==> src/rtl/global_mem_master.sv <==
// rtl/global_mem_master.sv - burst initiator for the global SRAM word interface
//
// Turns one burst command (start address, length, direction) into back-to-back
// single-word accesses on the global_mem_* word interface. Write words come in
// on a valid/ready stream. Read words return through a small FIFO that applies
// backpressure to the issue logic.
//
// Optional feature: define GMEM_MASTER_TIMEOUT_EN to enable the read-return
// watchdog. When it is not defined, err is tied low and a lost return leaves
// the block in DRAIN until reset.
//
// Ports:
//   clk, rst_n            clock, asynchronous active-low reset
//   cmd_vld/cmd_rdy       command handshake (cmd_rdy high only in IDLE)
//   cmd_wr/addr/len       burst direction, first word address, word count (0 = empty)
//   wr_data/vld/rdy       write data stream into the block
//   rd_data/vld/rdy       read data stream out of the block (FIFO head)
//   busy                  high whenever the FSM is not IDLE
//   done                  one-cycle pulse at burst completion
//   err                   sticky watchdog flag, cleared when the next command is accepted
//   global_mem_addr/wdata registered word address and write word to the SRAM wrapper
//   global_mem_wen/ren    registered write/read strobes, never high together
//   global_mem_rdata/rvld read return from the SRAM wrapper

`ifndef GLOBAL_MEM_ADDR_WIDTH
`define GLOBAL_MEM_ADDR_WIDTH 10
`endif
`ifndef GLOBAL_MEM_DATA_WIDTH
`define GLOBAL_MEM_DATA_WIDTH 16
`endif

module global_mem_master #(
  parameter int ADDR_W     = `GLOBAL_MEM_ADDR_WIDTH,
  parameter int DATA_W     = `GLOBAL_MEM_DATA_WIDTH,
  parameter int LEN_W      = 16,
  parameter int RD_LAT     = 2,
  parameter int FIFO_DEPTH = 4,
  parameter int TO_CYC     = 64
) (
  input  logic              clk,
  input  logic              rst_n,
  input  logic              cmd_vld,
  output logic              cmd_rdy,
  input  logic              cmd_wr,
  input  logic [ADDR_W-1:0] cmd_addr,
  input  logic [LEN_W-1:0]  cmd_len,
  input  logic [DATA_W-1:0] wr_data,
  input  logic              wr_vld,
  output logic              wr_rdy,
  output logic [DATA_W-1:0] rd_data,
  output logic              rd_vld,
  input  logic              rd_rdy,
  output logic              busy,
  output logic              done,
  output logic              err,
  output logic [ADDR_W-1:0] global_mem_addr,
  output logic [DATA_W-1:0] global_mem_wdata,
  output logic              global_mem_wen,
  output logic              global_mem_ren,
  input  logic [DATA_W-1:0] global_mem_rdata,
  input  logic              global_mem_rvld
);

  localparam int CNT_W = $clog2(FIFO_DEPTH + 1);
  localparam int PTR_W = (FIFO_DEPTH > 1) ? $clog2(FIFO_DEPTH) : 1;
  // Full-rate reads need one FIFO slot per word in flight plus one.
  localparam bit PARAMS_OK = (FIFO_DEPTH >= RD_LAT + 1) && (TO_CYC > 1);

  typedef enum logic [2:0] {
    S_IDLE,
    S_WRITE,
    S_READ,
    S_DRAIN,
    S_DONE
  } state_t;

  state_t state, state_nx;

  logic [ADDR_W-1:0] cur;
  logic [LEN_W-1:0]  rem;
  logic [CNT_W-1:0]  outst;
  logic [CNT_W-1:0]  fifo_cnt;
  logic [PTR_W-1:0]  wr_ptr;
  logic [PTR_W-1:0]  rd_ptr;
  logic [DATA_W-1:0] fifo_mem [FIFO_DEPTH];

  logic              accept;
  logic              wr_take;
  logic              issue;
  logic              ret_ok;
  logic              fifo_push;
  logic              fifo_pop;
  logic              fifo_full;
  logic              to_hit;
  logic [CNT_W:0]    credit_used;

  function automatic logic [PTR_W-1:0] ptr_inc(input logic [PTR_W-1:0] p);
    return (p == PTR_W'(FIFO_DEPTH - 1)) ? '0 : p + 1'b1;
  endfunction

  // ---------------------------------------------------------------------------
  // Handshakes and datapath qualifiers
  // ---------------------------------------------------------------------------
  assign cmd_rdy  = (state == S_IDLE);
  assign busy     = (state != S_IDLE);
  assign done     = (state == S_DONE);
  assign accept   = cmd_vld & cmd_rdy;

  assign wr_rdy   = (state == S_WRITE) && (rem != '0);
  assign wr_take  = wr_vld & wr_rdy;

  // Every issued read owns a FIFO slot until it is popped, so the FIFO can
  // never be pushed while full regardless of what rd_rdy does.
  assign credit_used = {1'b0, outst} + {1'b0, fifo_cnt};
  assign issue    = (state == S_READ) && (rem != '0) &&
                    (credit_used < (CNT_W + 1)'(FIFO_DEPTH)) && !to_hit;

  // Returns with nothing outstanding (e.g. left over from before a reset)
  // are dropped here rather than corrupting the FIFO or the credit count.
  assign ret_ok    = global_mem_rvld && (outst != '0);
  assign fifo_push = ret_ok;
  assign fifo_full = (fifo_cnt == CNT_W'(FIFO_DEPTH));
  assign rd_vld    = (fifo_cnt != '0);
  assign fifo_pop  = rd_vld & rd_rdy;
  assign rd_data   = fifo_mem[rd_ptr];

  // ---------------------------------------------------------------------------
  // Read-return watchdog
  // ---------------------------------------------------------------------------
`ifdef GMEM_MASTER_TIMEOUT_EN
  localparam int TO_W = $clog2(TO_CYC);

  logic [TO_W-1:0] to_cnt;
  logic            to_run;
  logic            err_q;

  assign to_run = ((state == S_READ) || (state == S_DRAIN)) && (outst != '0);
  assign to_hit = to_run && !global_mem_rvld && (to_cnt == TO_W'(TO_CYC - 1));
  assign err    = err_q;

  always_ff @(posedge clk or negedge rst_n) begin
    if (!rst_n) begin
      to_cnt <= '0;
    end else if (!to_run || global_mem_rvld || to_hit) begin
      to_cnt <= '0;
    end else begin
      to_cnt <= to_cnt + 1'b1;
    end
  end

  always_ff @(posedge clk or negedge rst_n) begin
    if (!rst_n) begin
      err_q <= 1'b0;
    end else if (accept) begin
      err_q <= 1'b0;
    end else if (to_hit) begin
      err_q <= 1'b1;
    end
  end
`else
  assign to_hit = 1'b0;
  assign err    = 1'b0;
`endif

  // ---------------------------------------------------------------------------
  // FSM
  // ---------------------------------------------------------------------------
  always_ff @(posedge clk or negedge rst_n) begin
    if (!rst_n) begin
      state <= S_IDLE;
    end else begin
      state <= state_nx;
    end
  end

  always_comb begin
    state_nx = state;
    unique case (state)
      S_IDLE: begin
        if (accept) begin
          if (cmd_len == '0) begin
            state_nx = S_DONE;
          end else if (cmd_wr) begin
            state_nx = S_WRITE;
          end else begin
            state_nx = S_READ;
          end
        end
      end
      // Leaving WRITE one cycle after the last word is taken lines done up
      // with the cycle after the final wen.
      S_WRITE: begin
        if (rem == '0) begin
          state_nx = S_DONE;
        end
      end
      S_READ: begin
        if (to_hit) begin
          state_nx = S_DONE;
        end else if (rem == '0) begin
          state_nx = S_DRAIN;
        end
      end
      S_DRAIN: begin
        if (to_hit) begin
          state_nx = S_DONE;
        end else if ((outst == '0) && (fifo_cnt == '0)) begin
          state_nx = S_DONE;
        end
      end
      S_DONE: begin
        state_nx = S_IDLE;
      end
      default: begin
        state_nx = S_IDLE;
      end
    endcase
  end

  // ---------------------------------------------------------------------------
  // Burst counters and registered SRAM interface
  // ---------------------------------------------------------------------------
  always_ff @(posedge clk or negedge rst_n) begin
    if (!rst_n) begin
      cur              <= '0;
      rem              <= '0;
      global_mem_addr  <= '0;
      global_mem_wdata <= '0;
      global_mem_wen   <= 1'b0;
      global_mem_ren   <= 1'b0;
    end else begin
      global_mem_wen <= wr_take;
      global_mem_ren <= issue;

      if (accept) begin
        cur <= cmd_addr;
        rem <= cmd_len;
      end else if (wr_take || issue) begin
        // cur wraps modulo 2^ADDR_W by plain overflow.
        cur <= cur + 1'b1;
        rem <= rem - 1'b1;
      end else if (to_hit) begin
        rem <= '0;
      end

      if (wr_take) begin
        global_mem_addr  <= cur;
        global_mem_wdata <= wr_data;
      end else if (issue) begin
        global_mem_addr  <= cur;
      end
    end
  end

  always_ff @(posedge clk or negedge rst_n) begin
    if (!rst_n) begin
      outst <= '0;
    end else if (to_hit) begin
      outst <= '0;
    end else begin
      unique case ({issue, ret_ok})
        2'b10:   outst <= outst + 1'b1;
        2'b01:   outst <= outst - 1'b1;
        default: outst <= outst;
      endcase
    end
  end

  // ---------------------------------------------------------------------------
  // Read return FIFO
  // ---------------------------------------------------------------------------
  always_ff @(posedge clk or negedge rst_n) begin
    if (!rst_n) begin
      wr_ptr   <= '0;
      rd_ptr   <= '0;
      fifo_cnt <= '0;
    end else begin
      if (fifo_push) begin
        wr_ptr <= ptr_inc(wr_ptr);
      end
      if (fifo_pop) begin
        rd_ptr <= ptr_inc(rd_ptr);
      end
      unique case ({fifo_push, fifo_pop})
        2'b10:   fifo_cnt <= fifo_cnt + 1'b1;
        2'b01:   fifo_cnt <= fifo_cnt - 1'b1;
        default: fifo_cnt <= fifo_cnt;
      endcase
    end
  end

  always_ff @(posedge clk) begin
    if (fifo_push) begin
      fifo_mem[wr_ptr] <= global_mem_rdata;
    end
  end

  // ---------------------------------------------------------------------------
  // Simulation checks
  // ---------------------------------------------------------------------------
  a_params_ok : assert property (@(posedge clk) disable iff (!rst_n) PARAMS_OK);
  a_no_overflow : assert property (@(posedge clk) disable iff (!rst_n)
                                   !(fifo_push && fifo_full));
  a_strobe_excl : assert property (@(posedge clk) disable iff (!rst_n)
                                   !(global_mem_wen && global_mem_ren));

endmodule
==> config.mk <==
export PLATFORM = sky130hd
export DESIGN_NAME = global_mem_master
export DESIGN_NICKNAME = d
export VERILOG_FILES = /design/src/rtl/global_mem_master.sv
export SDC_FILE = /design/constraint.sdc
export NUM_CORES = 1
export LEC_CHECK = 0
export CORE_UTILIZATION = 45
export DETAILED_ROUTE_END_ITERATION = 8
export GPL_TIMING_DRIVEN = 1
export MAX_ROUTING_LAYER = met4
export PLACE_DENSITY = 0.82
export SETUP_SLACK_MARGIN = 0.2
export SYNTH_ARGS = -nofsm -noshare
export SYNTH_HDL_FRONTEND = slang
export SYNTH_SLANG_ARGS = --single-unit
==> constraint.sdc <==
create_clock -name clk -period 4.2 [get_ports clk]
set_clock_uncertainty 0.15 [all_clocks]
set_input_delay 0.63 -clock clk [delete_from_list [all_inputs] [get_ports clk]]
set_output_delay 0.63 -clock clk [all_outputs]
set_load 0.01 [all_outputs]
==> impl_metrics.ini <==
[worst_setup_path]
rr_worst_depth = 11
cp.required_ns = 3.42
cp-end-kind = output port
worst-path-max-fanout = 6
worst-setup-path-type = register to output port
start_kind = register
crit_arrival_ns = 3.11

[global_routing]
first_global_vias = 3980
antenna_found_initial = 0
grtUsageTotal_pct = 20.2
grt_pass1_wl_microns = 19400
overflow = 0
grt_max_degree = 50

[clocking]
postCtsSetupBuffers = 0
cts_sinks = 131
clock_path_buffers = 2
hold_buffers = 0
tritoncts = done
clk_latency_ns = 0.41
cts_root_buf = clkbuf_16
cts_resized = 0
clk_pin_slew_ns = 0.06
h-tree-depth = 4
numCtsBuffers = 17

[sta]
setup_slack_ns = 0.311
slew_viol_final = 0
timing.setup.tns_ns = 0
slew_headroom_pct = 25.7
max_freq_mhz = 257
period_needed_ns = 3.89
period_share_pct = 92.6
max_slew.worst_pin.slew_ns = 1.11
setup_viol = 0
finalHoldViolCount = 0
rsz0062_at_grt = false

[synthesis]
synth_edf_count = 64
synth_mux_area_share_pct = 11.9
synthCells = 411
ys_ff_latch = 131
synth-compound-area-share_pct = 4.36
synthFlopType = dfrtp_1
synth_cell_types = 52
synth_top_family_by_area = multiplexers
syn-mean-instance-area_sq_um = 14.0
ys_async_sr_fraction_pct = 51.1
syn_nets = 489
synth_fa_ha_area_share_pct = 3.08
synthXorXnorAreaFrac_pct = 4.10
synth-simple-area-share_pct = 10.8
synth.yosys.seq_area_share_pct = 62.4
yosysWarnings = 0
synth_area_sq_um = 5760

[power_and_ir_drop]
p_leak_nw = 2.88
powerDensity_nw_per_um2 = 731
irDropWorstVdd_uv = 389
p_total_w = 0.00553

[final_layout]
area_growth_pct = 31.4
layout.nets = 604
final_area_sq_um = 7570
drive_above_1_share_pct = 15.6
instances_no_fill = 706
antenna_cells = 0
layout_common_cells = 112 x clkdlybuf4s50_1, 67 x dfrtp_1, 64 x edfxtp_1
layout_commonest_cell = clkdlybuf4s50_1

[die]
rows = 40
start_util_pct = 47.0
die_height_microns = 115
fp.dieW_microns = 115
die_area_sq_um = 13300
coreArea_sq_um = 12300
ios = 115

[placed_design]
dp.cells = 675
pre_cts_slack_ns = 0.729
placedInstanceArea_sq_um = 7010
post-dp-hpwl_microns = 8050
port_buffers = 113
routabilityCongestion = 0.864

[route]
via_per_inst = 5.30
post_drt_wl_per_cell_microns = 17.1
wl_microns = 12100
detail-route-antenna-nets = 0
drt_iter0_drc = 232
drc = 0
vias = 3740
first_pass_iters = 5

[worst_hold_path]
hp-class = primary input to asynchronous set/reset pin

[outcome]
status = complete, no violations

[flow_run]
max_cap_violations = 0
## cells by family (layout without fill, tap and decap cells)
group                      after synthesis  in the layout
AOI/OAI and AO/OA                       40             40
buffers and inverters                   41            168
muxes                                   45             45
adders and majority gates               13             13
and+or+nand+nor                        113            113
other                                    1              1
xor gates and xnor gates                27             27
DFF                                    131            131
## per-stage QoR
stage / utilization [%] / hold WS [ns]
3_3_place_gp: 57.2 / 0.330
3_5_place_dp: 57.2 / 0.340
6_report: 61.7 / 0.287
5_1_grt: 61.7 / 0.362
2_1_floorplan: - / 0.184
4_1_cts: 61.7 / 0.304
## worst max-delay path: stages, from the launching register on
cell	delay, ns
dfrtp_1	0.39
inv_1	0.10
ha_1	0.20
or4b_2	0.61
or4_1	0.63
and4_1	0.29
clkdlybuf4s50_1	0.48
## registers in the layout, indices dropped and copies added (netlist names)
| register | count |
|---|---|
| rem | 16 |
| rd_ptr | 2 |
| global_mem_wdata | 16 |
| global_mem_wen | 1 |
| fifo_cnt | 3 |
| global_mem_ren | 1 |
| global_mem_addr | 10 |
| outst | 3 |
| state | 3 |
| fifo_mem | 64 |
| wr_ptr | 2 |
| cur | 10 |
## metal layers
layer	up-vias	global-route usage [%]	part of all wire [%]
met5	-	-	0
met4	0	7.36	1.3
met3	20	6.06	6.2
met2	134	33.8	50
met1	1847	22.9	42
li1	1739	-	-
## power by group
group / total [W] / switching, W / internal, W
combinational: 0.00201 / 0.000909 / 0.00110
sequential: 0.00214 / 0.000334 / 0.00181
clock: 0.00137 / 0.000560 / 0.000815
total: 0.00553 / 0.00180 / 0.00373
## path summary, 6_finish.rpt
check | start | to | slack [ns]
hold / removal | rst_n | global_mem_addr[4]$_DFFE_PN0P_ | 0.29
max in group asynchronous | rst_n | global_mem_addr[2]$_DFFE_PN0P_ | 2.75
min in group clk | global_mem_addr[8]$_DFFE_PN0P_ | global_mem_addr[8]$_DFFE_PN0P_ | 0.35
setup / recovery | rem[1]$_DFFE_PN0P_ | wr_rdy | 0.31
setup reg to reg | rem[1]$_DFFE_PN0P_ | outst[2]$_DFFE_PN0P_ | 0.85
hold reg to reg | global_mem_addr[8]$_DFFE_PN0P_ | global_mem_addr[8]$_DFFE_PN0P_ | 0.35
## cell usage after synthesis, types with 2 or more instances
master / count / area share [%]
dfrtp_1: 67 / 29
edfxtp_1: 64 / 33
mux2_2: 26 / 5.1
nand2_1: 25 / 1.6
xor2_1: 22 / 3.3
inv_1: 20 / 1.3
o21ai_0: 20 / 1.7
nor2_1: 19 / 1.2
mux4_2: 16 / 6.3
nand3_1: 13 / 1.1
clkbuf_1: 11 / 0.72
ha_1: 11 / 2.4
nand4_1: 10 / 1.1
nor3_1: 10 / 0.87
a21oi_1: 6 / 0.52
or4_1: 6 / 0.78
and2_1: 5 / 0.54
xnor2_1: 5 / 0.76
buf_6: 4 / 0.78
nor4_1: 4 / 0.43
and3_1: 3 / 0.33
buf_2: 3 / 0.26
mux2i_1: 3 / 0.52
or3_1: 3 / 0.33
a21o_1: 2 / 0.26
a31oi_1: 2 / 0.22
and4_1: 2 / 0.30
buf_1: 2 / 0.13
fa_1: 2 / 0.69
nand4b_1: 2 / 0.30
nor4bb_1: 2 / 0.35
## final cells by class
cell class,count,area (sq um)
fillers,939,4690
flip-flops and latches,131,3600
multi-input cells,239,1970
repair buffers,117,1160
clock buffers,17,425
well taps,168,210
clock inverters,14,131
inverters,20,75.1
Note: power is estimated with default switching activity, not from simulation.
